<file path="src/rtl/reaction_timer_fsm_if.sv">
// Key input and screen/score outputs of the reaction-timer game controller.
// Optional oBestMs signal exists only when BEST_SCORE_EN is defined.
interface reaction_timer_fsm_if;
  logic        iKey;
  logic [1:0]  oScreen;
  logic        oScreenChange;
  logic [13:0] oReactionMs;
  logic        oScoreValid;
  logic        oTooSoon;
`ifdef BEST_SCORE_EN
  logic [13:0] oBestMs;

  modport master (output iKey, input oScreen, oScreenChange, oReactionMs,
                  oScoreValid, oTooSoon, oBestMs);
  modport slave  (input iKey, output oScreen, oScreenChange, oReactionMs,
                  oScoreValid, oTooSoon, oBestMs);
`else
  modport master (output iKey, input oScreen, oScreenChange, oReactionMs,
                  oScoreValid, oTooSoon);
  modport slave  (input iKey, output oScreen, oScreenChange, oReactionMs,
                  oScoreValid, oTooSoon);
`endif
endinterface

</file>
<file path="src/rtl/reaction_timer_fsm.sv">
// Game-flow controller for the reaction test: MENU -> WAIT(red) -> GO(green) -> SCORE.
// Define BEST_SCORE_EN to add the best-time register on oBestMs.
module reaction_timer_fsm #(
  parameter int CLK_HZ          = 50000000,
  parameter int MIN_DELAY_MS    = 1000,
  parameter int DELAY_SPAN_LOG2 = 11,
  parameter int MAX_MS          = 9999
) (
  input logic                 clk,
  input logic                 iReset,
  reaction_timer_fsm_if.slave bus
);
  localparam int MS_DIV = CLK_HZ / 1000;
  localparam int DIV_W  = (MS_DIV > 1) ? $clog2(MS_DIV) : 1;
  localparam logic [DIV_W-1:0] DIV_LAST = DIV_W'(MS_DIV - 1);
  localparam logic [13:0] MAX_V = 14'(MAX_MS);
  localparam logic [13:0] MIN_V = 14'(MIN_DELAY_MS);

  typedef enum logic [1:0] {S_MENU = 2'd0, S_WAIT = 2'd1, S_GO = 2'd2, S_SCORE = 2'd3} state_e;

  state_e           state_q, state_d;
  logic             key_s1_q, key_s1_d, key_s2_q, key_s2_d, key_prev_q, key_prev_d;
  logic [15:0]      lfsr_q, lfsr_d;
  logic [DIV_W-1:0] div_q, div_d;
  logic [13:0]      ms_q, ms_d;
  logic [13:0]      delay_q, delay_d;
  logic [13:0]      react_q, react_d;
  logic             valid_q, valid_d, soon_q, soon_d;
  logic             chg_q, chg_d, started_q, started_d;
`ifdef BEST_SCORE_EN
  logic [13:0]      best_q, best_d;
`endif

  logic press, tick, expire, changed;

  assign press  = key_s2_q & ~key_prev_q;
  assign tick   = (div_q == DIV_LAST);
  assign expire = tick && (ms_q == delay_q - 14'd1);

  always_ff @(posedge clk or posedge iReset) begin
    if (iReset) begin
      state_q    <= S_MENU;
      key_s1_q   <= 1'b0;
      key_s2_q   <= 1'b0;
      key_prev_q <= 1'b0;
      lfsr_q     <= 16'hACE1;
      div_q      <= '0;
      ms_q       <= '0;
      delay_q    <= '0;
      react_q    <= '0;
      valid_q    <= 1'b0;
      soon_q     <= 1'b0;
      chg_q      <= 1'b0;
      started_q  <= 1'b0;
`ifdef BEST_SCORE_EN
      best_q     <= MAX_V;
`endif
    end else begin
      state_q    <= state_d;
      key_s1_q   <= key_s1_d;
      key_s2_q   <= key_s2_d;
      key_prev_q <= key_prev_d;
      lfsr_q     <= lfsr_d;
      div_q      <= div_d;
      ms_q       <= ms_d;
      delay_q    <= delay_d;
      react_q    <= react_d;
      valid_q    <= valid_d;
      soon_q     <= soon_d;
      chg_q      <= chg_d;
      started_q  <= started_d;
`ifdef BEST_SCORE_EN
      best_q     <= best_d;
`endif
    end
  end

  always_comb begin
    state_d    = state_q;
    key_s1_d   = bus.iKey;
    key_s2_d   = key_s1_q;
    key_prev_d = key_s2_q;
    lfsr_d     = {lfsr_q[14:0], lfsr_q[15] ^ lfsr_q[13] ^ lfsr_q[12] ^ lfsr_q[10]};
    delay_d    = delay_q;
    react_d    = react_q;
    valid_d    = valid_q;
    soon_d     = soon_q;
    started_d  = 1'b1;
`ifdef BEST_SCORE_EN
    best_d     = best_q;
`endif

    case (state_q)
      S_MENU: begin
        if (press) begin
          state_d = S_WAIT;
          delay_d = MIN_V + 14'(lfsr_q[DELAY_SPAN_LOG2-1:0]);
        end
      end
      S_WAIT: begin
        // an early press beats a delay expiry landing in the same cycle
        if (press) begin
          state_d = S_SCORE;
          soon_d  = 1'b1;
          valid_d = 1'b0;
          react_d = '0;
        end else if (expire) begin
          state_d = S_GO;
        end
      end
      S_GO: begin
        if (press) begin
          state_d = S_SCORE;
          react_d = ms_q;
          valid_d = 1'b1;
          soon_d  = 1'b0;
`ifdef BEST_SCORE_EN
          if (ms_q < best_q) best_d = ms_q;
`endif
        end else if (ms_q == MAX_V) begin
          state_d = S_SCORE;
          react_d = MAX_V;
          valid_d = 1'b1;
          soon_d  = 1'b0;
        end
      end
      S_SCORE: begin
        if (press) begin
          state_d = S_MENU;
          valid_d = 1'b0;
          soon_d  = 1'b0;
        end
      end
    endcase

    changed = (state_d != state_q);
    // the timebase restarts on every screen so WAIT/GO measure from entry
    if (changed) begin
      div_d = '0;
      ms_d  = '0;
    end else begin
      div_d = tick ? '0 : div_q + 1'b1;
      ms_d  = (tick && ms_q != MAX_V) ? ms_q + 14'd1 : ms_q;
    end
    chg_d = changed | ~started_q;
  end

  assign bus.oScreen       = state_q;
  assign bus.oScreenChange = chg_q;
  assign bus.oReactionMs   = react_q;
  assign bus.oScoreValid   = valid_q;
  assign bus.oTooSoon      = soon_q;
`ifdef BEST_SCORE_EN
  assign bus.oBestMs       = best_q;
`endif
endmodule

</file>
<file path="src/flat_wrapper.sv">
// flat-port wrapper written by rule: the top's interface ports become plain ports
module reaction_timer_fsm_flat 
#(
  parameter int CLK_HZ          = 50000000,
  parameter int MIN_DELAY_MS    = 1000,
  parameter int DELAY_SPAN_LOG2 = 11,
  parameter int MAX_MS          = 9999
)
  (clk, iReset, bus_iKey, bus_oScreen, bus_oScreenChange, bus_oReactionMs, bus_oScoreValid, bus_oTooSoon);
  reaction_timer_fsm_if bus_i ();
  input logic clk;
  input logic iReset;
  input wire logic [$bits(bus_i.iKey)-1:0] bus_iKey;
  output wire logic [$bits(bus_i.oScreen)-1:0] bus_oScreen;
  output wire logic [$bits(bus_i.oScreenChange)-1:0] bus_oScreenChange;
  output wire logic [$bits(bus_i.oReactionMs)-1:0] bus_oReactionMs;
  output wire logic [$bits(bus_i.oScoreValid)-1:0] bus_oScoreValid;
  output wire logic [$bits(bus_i.oTooSoon)-1:0] bus_oTooSoon;
  assign bus_i.iKey = bus_iKey;
  assign bus_oScreen = bus_i.oScreen;
  assign bus_oScreenChange = bus_i.oScreenChange;
  assign bus_oReactionMs = bus_i.oReactionMs;
  assign bus_oScoreValid = bus_i.oScoreValid;
  assign bus_oTooSoon = bus_i.oTooSoon;
  reaction_timer_fsm #(.CLK_HZ(CLK_HZ), .MIN_DELAY_MS(MIN_DELAY_MS), .DELAY_SPAN_LOG2(DELAY_SPAN_LOG2), .MAX_MS(MAX_MS)) u_core (.clk(clk), .iReset(iReset), .bus(bus_i));
endmodule
</file>
<file path="config.mk">
export PLATFORM = sky130hd
export DESIGN_NAME = reaction_timer_fsm_flat
export DESIGN_NICKNAME = d
export VERILOG_FILES = /design/src/rtl/reaction_timer_fsm_if.sv /design/src/rtl/reaction_timer_fsm.sv /design/src/flat_wrapper.sv
export SDC_FILE = /design/constraint.sdc
export NUM_CORES = 1
export LEC_CHECK = 0
export ABC_AREA = 1
export BUFFER_PORTS_ARGS = -buffer_cell sky130_fd_sc_hd__buf_2
export CORE_MARGIN = 3
export CORE_UTILIZATION = 56
export CTS_CLUSTER_SIZE = 16
export DETAILED_ROUTE_END_ITERATION = 8
export PLACE_DENSITY = 0.75
export SYNTH_ARGS = -nofsm -noshare
export SYNTH_HDL_FRONTEND = slang
export SYNTH_SLANG_ARGS = --single-unit
</file>
<file path="constraint.sdc">
create_clock -name clk -period 3.9 [get_ports clk]
set_clock_uncertainty 0.15 [all_clocks]
set_input_delay 0.78 -clock clk [delete_from_list [all_inputs] [get_ports clk]]
set_output_delay 0.78 -clock clk [all_outputs]
set_load 0.02 [all_outputs]
</file>
==> qor.yml <==
wirelength_um: 8170
netlist-cell-type-count: 36
worstPathRequired_ps: 4020
drive_above_1_share_pct: 16.4
core_area_um2: 6980
drt_iter0_markers: 163
dieArea_um2: 8450
cpMostUsedCell: "nand2_1"
synth_top_area_share_pct: 44.2
post-route-util_pct: 65.0
powerDensity_nw_per_um2: 546
initial_utilization_pct: 59.2
post-synth-top-area-cell: "dfrtp_1"
syn_inst: 495
slew_headroom_pct: 37.2
dp_hpwl_um: 5930
holdBufCountCts: 0
synth_most_common_cell: "nand2_1"
via_per_inst: 5.27
ys.flop_type: "dfrtp_1"
first_pass_iters: 4
die_h_um: 91.9
row_count: 30
area_growth_pct: 9.75
maxCapViolations: 0
min_period_ps: 2760
port_buffers: 21
status: "finished, final reports clean"
setup-violations-final: 0
start_kind: "register"
die_w_um: 91.9
insertion_delay_ps: 360
grt_max_degree: 58
regToRegSetupSlack_ps: 1140
report.final.slew_viol_count: 0
worstMarginPinSlew_ps: 941
grt_pass1_vias: 3111
synthArstFlopShare_pct: 100
leakagePower_nw: 2.19
postPlaceCellArea_um2: 4330
remaining_drc_errors: 0
clock.fmax_mhz: 362
setup_ws_ps: 1140
crit_arrival_ps: 2880
hold_class: "register to register"
syn_nets: 502
gr-total-overflow: 0
cts_buffers: 9
ys_seq_area_share_pct: 49.3
critPathSlowestCell: "dfrtp_1"
synth_common_cells: "nand2_1 (105), dfrtp_1 (73), inv_1 (53)"
antennaDiodeCount: 0
nets: 526
ys_ff_latch: 81
period_share_pct: 70.8
synth_area_um2: 4130
vias: 3269
fin_tns_setup_ps: 0
cts.clk_slew.worst_paths_ps: 80
grt_pass1_wl_um: 13800
stdcell_area_um2: 4540
antenna_found_initial: 0
wl_per_cell_um: 13.2
cp_slowest_stage_delay_ps: 400
post-cts-setup-buffer-count: 0
ios: 22
path_class: "register to register"
track_usage_pct: 20.5
place_ws_ps: 1210
cts_buffer_depth: 2
power.total_mw: 2.48
cts_resized: 0
cts_tree: "done"
ir_drop_mv: 0.246
worst-path-max-fanout: 27
endpoint_kind: "register"
critPathBufInv: 1
ant_nets: 0
root_buffer: "clkbuf_8"
rsz0062_at_grt: "no"
synth-edff-count: 0
synth_area_leaders: "dfrtp_1 (44%), nand2_1 (9.5%), dfstp_2 (5.1%), inv_1 (4.8%), nor2_1 (4.6%)"
htree_levels: 3
gp_congestion: 0.910
yosysWarningCount: 0
crit_path_cell_trace: "inv_1 > ha_1 > nand2_1 > nor2_2 > nand2_1 > o21bai_1 > nand2_1 > nor2_1 > nand3_1 > nand2_1 > nand2_1 > nand2_2 > nand2_4 > nand2_4 > nand2_4 > nor3_1"
hold_viol_final: 0
critPathTopFamily: "simple AND/OR/NAND/NOR gates"
cts.sinks: 81
synth.avg_cell_area_um2: 8.35
[state kept, by name, indices dropped and copies added (netlist names)]
signal and flops:
u_core.bus.oScoreValid 1, u_core.bus.oTooSoon 1, u_core.started_q 1, u_core.key_s1_q 1, u_core.bus.oReactionMs 14, u_core.lfsr_q 16, u_core.delay_q 12, u_core.key_prev_q 1
u_core.ms_q 14, u_core.key_prev_d 1, u_core.bus.oScreenChange 1, u_core.bus.oScreen 2, u_core.div_q 16
[layout by cell type, fill, tap and decap left out, types with 2 or more instances in the layout]
| master | n |
|---|---|
| dfrtp_1 | 73 |
| a22oi_1 | 2 |
| nand2_4 | 3 |
| nor4_1 | 5 |
| nor2_1 | 51 |
| nor3_2 | 6 |
| nor3_1 | 16 |
| inv_6 | 4 |
| xor2_1 | 20 |
| nand4_1 | 11 |
| nand2_2 | 3 |
| o21ai_1 | 3 |
| inv_1 | 52 |
| buf_2 | 21 |
| ha_1 | 4 |
| nor2_2 | 10 |
| o211ai_1 | 8 |
| dfstp_2 | 8 |
| xnor2_1 | 9 |
| a31oi_1 | 2 |
| clkbuf_8 | 10 |
| inv_2 | 9 |
| o21ai_0 | 28 |
| a21oi_1 | 4 |
| buf_4 | 3 |
| nand3_1 | 38 |
| nand2_1 | 105 |
| a21oi_2 | 3 |
[final timing paths]
| check | from | depth (start not counted) | to |
|---|---|---|---|
| min reg2reg | u_core.key_s1_q$_DFF_PP0_ | 0 | u_core.key_prev_d$_DFF_PP0_ |
| min | u_core.key_s1_q$_DFF_PP0_ | 0 | u_core.key_prev_d$_DFF_PP0_ |
| max in group asynchronous | iReset | 3 | u_core.bus.oScreen[0]$_DFF_PP0_ |
| min in group asynchronous | iReset | 2 | u_core.div_q[3]$_DFF_PP0_ |
| max | u_core.delay_q[0]$_DFFE_PP0P_ | 16 | u_core.div_q[5]$_DFF_PP0_ |
| max reg2reg | u_core.delay_q[0]$_DFFE_PP0P_ | 16 | u_core.div_q[5]$_DFF_PP0_ |
[power by group]
group | internal, mW | total (mW) | switching, mW
registers | 0.949 | 1.03 | 0.0857
logic | 0.229 | 0.795 | 0.566
clock network | 0.322 | 0.646 | 0.323
total | 1.50 | 2.48 | 0.975
[through the flow]
stage | hold slack [ps] | std cells
finish | 203 | 620
global placement | 185 | 604
CTS | 206 | 620
global route | 223 | 620
floorplan | 181 | 495
detailed placement | 187 | 604
[kinds of logic after synthesis]
family / Yosys count / synth area share, %
and+or+nand+nor: 254 / 28.8
DFF: 81 / 49.3
buffers and inverters: 73 / 6.99
AOI/OAI and AO/OA: 53 / 7.51
xor gates and xnor gates: 29 / 6.15
adders and majority gates: 4 / 1.21
other: 1 / 0.0907
[layout make-up]
| type | count | area, µm² |
|---|---|---|
| Clock buffer | 10 | 138 |
| Inverter | 62 | 234 |
| Sequential cell | 81 | 2040 |
| Timing Repair Buffer | 24 | 128 |
| Clock inverter | 6 | 72.6 |
| Fill cell | 599 | 2450 |
| Multi-Input combinational cell | 341 | 1810 |
| Tap cell | 96 | 120 |
[per-layer routing]
metal / wire [µm] / vias up / GRT usage, %
li1: - / 1648 / -
met1: 3880 / 1534 / 26.7
met2: 3830 / 69 / 33.0
met3: 298 / 18 / 4.59
met4: 168 / 0 / 9.03
met5: 0 / - / 0
No activity file was read; power rests on OpenSTA's default activity.
